**config.mk**
```make
export PLATFORM = sky130hd
export DESIGN_NAME = mux_21_rr_arbiter
export DESIGN_NICKNAME = d
export VERILOG_FILES = /design/src/rtl/mux_21_rr_arbiter_pkg.sv /design/src/rtl/mux_21_rr_datapath.sv /design/src/rtl/mux_21_rr_arbiter.sv
export SDC_FILE = /design/constraint.sdc
export NUM_CORES = 1
export LEC_CHECK = 0
export CAP_MARGIN = 20
export CELL_PAD_IN_SITES_DETAIL_PLACEMENT = 1
export CELL_PAD_IN_SITES_GLOBAL_PLACEMENT = 1
export CORE_UTILIZATION = 40
export CTS_BUF_LIST = sky130_fd_sc_hd__clkbuf_2 sky130_fd_sc_hd__clkbuf_4 sky130_fd_sc_hd__clkbuf_8
export CTS_CLUSTER_SIZE = 8
export DETAILED_ROUTE_END_ITERATION = 10
export PLACE_DENSITY_LB_ADDON = 0.1
export SLEW_MARGIN = 5
export SYNTH_ARGS = -nofsm -noshare
export SYNTH_HDL_FRONTEND = slang
export SYNTH_HIERARCHICAL = 1
export SYNTH_SLANG_ARGS = --single-unit
```
**constraint.sdc**
```tcl
create_clock -name clk -period 1.9 [get_ports clk]
set_input_delay 0.19 -clock clk [delete_from_list [all_inputs] [get_ports clk]]
set_output_delay 0.19 -clock clk [all_outputs]
set_load 0.02 [all_outputs]
```
**src/rtl/mux_21_rr_arbiter_pkg.sv**
```systemverilog
// Shared definitions for the two-requester round-robin mux arbiter:
// state encoding and the default hold limit.
package mux_21_rr_arbiter_pkg;

   typedef enum logic [1:0] {
      ST_IDLE = 2'd0,
      ST_GNT0 = 2'd1,
      ST_GNT1 = 2'd2
   } state_t;

   localparam int HOLD_MAX_DEF = 4;

endpackage

```
**src/rtl/mux_21_rr_datapath.sv**
```systemverilog
// Shared 2:1 data mux with its output flop and a valid flag that marks
// bits captured while a grant was active.
module mux_21_rr_datapath
   import mux_21_rr_arbiter_pkg::*;
(
   input  logic       clk,
   input  logic       rst_n,
   input  logic [1:0] gnt,
   input  logic       sel,
   input  logic [1:0] data_in,
   output logic       data_out,
   output logic       data_valid
);

   logic mux_bit;

   assign mux_bit = sel ? data_in[1] : data_in[0];

   always_ff @(posedge clk or negedge rst_n) begin
      if (!rst_n) begin
         data_out   <= 1'b0;
         data_valid <= 1'b0;
      end else begin
         if (gnt != 2'b00) data_out <= mux_bit;
         data_valid <= (gnt != 2'b00);
      end
   end

endmodule

```
**src/rtl/mux_21_rr_arbiter.sv**
```systemverilog
// Round-robin arbiter sharing a 1-bit mux/flop channel between two
// requesters, with a bounded hold time before a waiting competitor preempts.
//
// state   | meaning
// --------+-------------------------------------------
// IDLE    | no grant, datapath output holds
// GNT0    | requester 0 owns the channel (sel=0)
// GNT1    | requester 1 owns the channel (sel=1)
module mux_21_rr_arbiter
   import mux_21_rr_arbiter_pkg::*;
#(
   parameter int HOLD_MAX = HOLD_MAX_DEF,
   parameter int CNT_W    = 4
) (
   input  logic       clk,
   input  logic       rst_n,
   input  logic [1:0] req,
   input  logic [1:0] data_in,
   output logic [1:0] gnt,
   output logic       sel,
   output logic       data_out,
   output logic       data_valid
);

   localparam logic [CNT_W-1:0] HOLD_LAST = CNT_W'(HOLD_MAX - 1);

   state_t           state, state_nxt;
   logic [CNT_W-1:0] hold_cnt, hold_cnt_nxt;
   logic             last, last_nxt;

   always_ff @(posedge clk or negedge rst_n) begin
      if (!rst_n) begin
         state    <= ST_IDLE;
         hold_cnt <= '0;
         last     <= 1'b1;
      end else begin
         state    <= state_nxt;
         hold_cnt <= hold_cnt_nxt;
         last     <= last_nxt;
      end
   end

   // hold_cnt_nxt defaults to 0, which covers IDLE, every state change and
   // the no-competitor wrap at the hold limit.
   always_comb begin
      state_nxt    = state;
      hold_cnt_nxt = '0;
      last_nxt     = last;
      unique case (state)
         ST_IDLE: begin
            case (req)
               2'b01:   state_nxt = ST_GNT0;
               2'b10:   state_nxt = ST_GNT1;
               2'b11:   state_nxt = last ? ST_GNT0 : ST_GNT1;
               default: state_nxt = ST_IDLE;
            endcase
         end
         ST_GNT0: begin
            if (!req[0]) begin
               last_nxt  = 1'b0;
               state_nxt = req[1] ? ST_GNT1 : ST_IDLE;
            end else if (hold_cnt == HOLD_LAST) begin
               if (req[1]) begin
                  last_nxt  = 1'b0;
                  state_nxt = ST_GNT1;
               end
            end else begin
               hold_cnt_nxt = hold_cnt + CNT_W'(1);
            end
         end
         ST_GNT1: begin
            if (!req[1]) begin
               last_nxt  = 1'b1;
               state_nxt = req[0] ? ST_GNT0 : ST_IDLE;
            end else if (hold_cnt == HOLD_LAST) begin
               if (req[0]) begin
                  last_nxt  = 1'b1;
                  state_nxt = ST_GNT0;
               end
            end else begin
               hold_cnt_nxt = hold_cnt + CNT_W'(1);
            end
         end
         default: state_nxt = ST_IDLE;
      endcase
   end

   assign gnt = {state == ST_GNT1, state == ST_GNT0};
   assign sel = (state == ST_GNT1);

   mux_21_rr_datapath u_datapath (
      .clk        (clk),
      .rst_n      (rst_n),
      .gnt        (gnt),
      .sel        (sel),
      .data_in    (data_in),
      .data_out   (data_out),
      .data_valid (data_valid)
   );

endmodule

```
==> out/metrics.yaml <==
clock_tree:
  cts_buffer_depth: 2
  worstSkewPairLatency_ns: 0.26
  cts_hold_buffers: 0
  cts_buffers: 3
  htreeDepth: 1
  clk_pin_slew_ns: 0.06
  root_buffer: "clkbuf_4"
  clkSinkCount: 9
  cts_setup_buffers: 0
  cts_tree: "done"
detailed_routing:
  wl_mm: 1.14
  drt-initial-drc-count: 0
  first_pass_iters: 1
  detail-route-antenna-nets: 0
  drcViolationCount: 0
  vias_per_cell: 5.60
  num_vias: 420
  routedWlPerCell_um: 15.2
critical_path:
  r2r_start: "state[1]$_DFFE_PN0P_"
  worst_ep_required_time_ns: 1.71
  worstSetupStartpointType: "flop"
  cp-end-kind: "output port"
  path_max_fanout: 7
  r2r_cells: 5
  cp.buffers_inverters: 2
  r2r-end: "last$_DFFE_PN1P_"
  path_cells: "inv_1 > ha_1 > dlygate4sd2_1"
  worstSetupPathType: "flop to output port"
  cpPeakStageDelay_ns: 0.42
  regToRegSetupSlack_ns: 0.22
  arrival_ns: 1.51
  slowest_stage: "dfrtp_1"
  crit_family: "buffers and inverters"
cells_and_area:
  drive_gt1_share_pct: 26.2
  num_antenna_cells: 0
  final_util_pct: 58.2
  area_delta_synth_final_pct: 26.9
  multiInputGateArea_um2: 302
  ff_latch_area_um2: 226
  fin_nets: 73
  num-fill-cells: 132
synth:
  synth_area_um2: 544
  ys_ff_latch: 9
  ys_types: 26
  ys_warn_count: 6
  ys_seq_area_share_pct: 41.6
  yosysTopAreaCell: "dfrtp_1"
  syn-num-nets: 58
  syn_avg_cell_area_um2: 11.6
  synth_top_area_share_pct: 36.8
  syn_inst: 47
  ys_top_cells_by_area: "dfrtp_1 37%, ha_1 11%, dfstp_2 4.8%"
timing:
  worst_slew_pin_slew_ns: 0.415
  finalSetupViolCount: 0
  hold_viol: 0
  skew_ns: 0.000670
  holdWs_ns: 0.232
  fin_setup_tns_ns: 0
  maxSlewHeadroom_pct: 72.2
  grt_setup_unrepaired: "no"
  finalCriticalPeriod_ns: 1.70
  clock.fmax_mhz: 589
  slew_viol_final: 0
  timing.final.ws_setup_ns: 0.203
  fin_crit_sh_pct: 89.3
power:
  power.density_nw_per_um2: 1350
  leakagePower_nw: 0.314
  power_w: 0.000930
  ir_drop_mv: 0.726
grt:
  first_global_vias: 427
  gr-usage-all-layers_pct: 19.5
  grt_overflow: 0
  grt_pass1_wl_mm: 1.90
  antenna_found_initial: 0
  grt_max_degree: 11
placed_design:
  place_congestion: 0.719
  place_ws_ns: 0.117
  numPortBuffers: 10
  dp_hpwl_um: 902
floorplanning:
  die_w_um: 38.9
  dieArea_um2: 1510
  start_util_pct: 45.9
  rows: 12
  die_h_um: 38.9
  core-area_um2: 1190
  io_pins: 11
job:
  maxCapViolCount: 0
run_status:
  status: "finished, final reports clean"
worst_hold_path:
  hold_class: "input port to async pin"
-- cell type report --
class / instances / share of cell area (%)
Multi-Input combinational cell: 34 / 43.7
Tap cell: 14 / 2.54
Clock buffer: 4 / 4.35
Sequential cell: 9 / 32.8
Timing Repair Buffer: 11 / 15.0
Inverter: 3 / 1.63
-- placed cells by master (no fill, tap or decap) --
cell type and count:
dfrtp_1 8, clkdlybuf4s50_1 7, ha_1 4, clkbuf_4 4, inv_1 3, a21oi_1 3
dlygate4sd2_1 3, nand2_1 2, nor2_1 2, and3_1 2, nor3_1 2, mux2_2 2
mux2i_1 2, a22o_1 1, nand3_1 1, xor2_1 1, nor3b_4 1, a21boi_0 1
a21o_1 1, o211ai_1 1, a22oi_2 1, a31oi_2 1, or2b_2 1, a311o_2 1
o41ai_2 1, a22oi_1 1, ha_2 1, dfstp_2 1, buf_4 1, or2_4 1
-- layer usage --
metal  GRT usage [%]  up-vias  part of all wire, %
li1                -      202                    -
met2            32.9       13                   50
met3            5.20        0                  5.8
met4            8.62        0                    0
met5               0        -                    0
met1            22.9      205                   44
-- cell families after synthesis --
logic type	Yosys count	synth area share, %
compound gates	12	19.5
xor+xnor	1	1.61
fa+ha+maj	5	11.5
buf+inv	4	3.45
flops	9	41.6
mux	4	7.82
simple gates	12	14.5
-- cells in the mapped netlist (all sizes together) --
library cell,instances
a21boi,1
a21o,1
a21oi,3
a22o,1
a22oi,2
a311o,1
a31oi,1
and3,2
buf,1
dfrtp,8
dfstp,1
ha,5
inv,3
mux2,2
mux2i,2
nand2,2
nand3,1
nor2,2
nor3,2
nor3b,1
o211ai,1
o41ai,1
or2,1
or2b,1
xor2,1
-- metrics by stage --
| stage | cell area, µm² | std cells |
|---|---|---|
| 2_1_floorplan | 544 | 47 |
| 3_3_place_gp | 662 | 71 |
| 3_5_place_dp | 662 | 71 |
| 4_1_cts | 691 | 75 |
| 5_1_grt | 691 | 75 |
| 6_report | 691 | 75 |
-- flip-flops by register name, summed over array words and instances, names as in the netlist --
register,cells
hold_cnt,4
state,2
last,1
u_datapath/data_valid,1
u_datapath/data_out,1
-- repair_timing --
action / in CTS / in global routing
endpoints found under the hold margin: 0 / 0
endpoints found under the setup margin: 3 / 0
resized for setup: 4 / 0
-- how the worst max path moves through the flow --
stage	from	end	slack (ns)	cells after the start
2_1_floorplan	state[0]$_DFFE_PN0P_	last$_DFFE_PN1P_	0.24	5
3_3_place_gp	state[0]$_DFFE_PN0P_	sel	0.20	3
3_5_place_dp	state[0]$_DFFE_PN0P_	sel	0.12	3
4_1_cts	state[1]$_DFFE_PN0P_	gnt[0]	0.21	3
5_1_grt	state[1]$_DFFE_PN0P_	gnt[0]	0.14	3
6_report	state[1]$_DFFE_PN0P_	gnt[0]	0.20	3
-- report_power, final --
part	internal [W]	total (W)	switching, W
Clock	0.0000951	0.000161	0.0000655
Sequential	0.000252	0.000290	0.0000383
Combinational	0.000225	0.000479	0.000254
Total	0.000572	0.000930	0.000358
(Power assumes the default switching activity.)
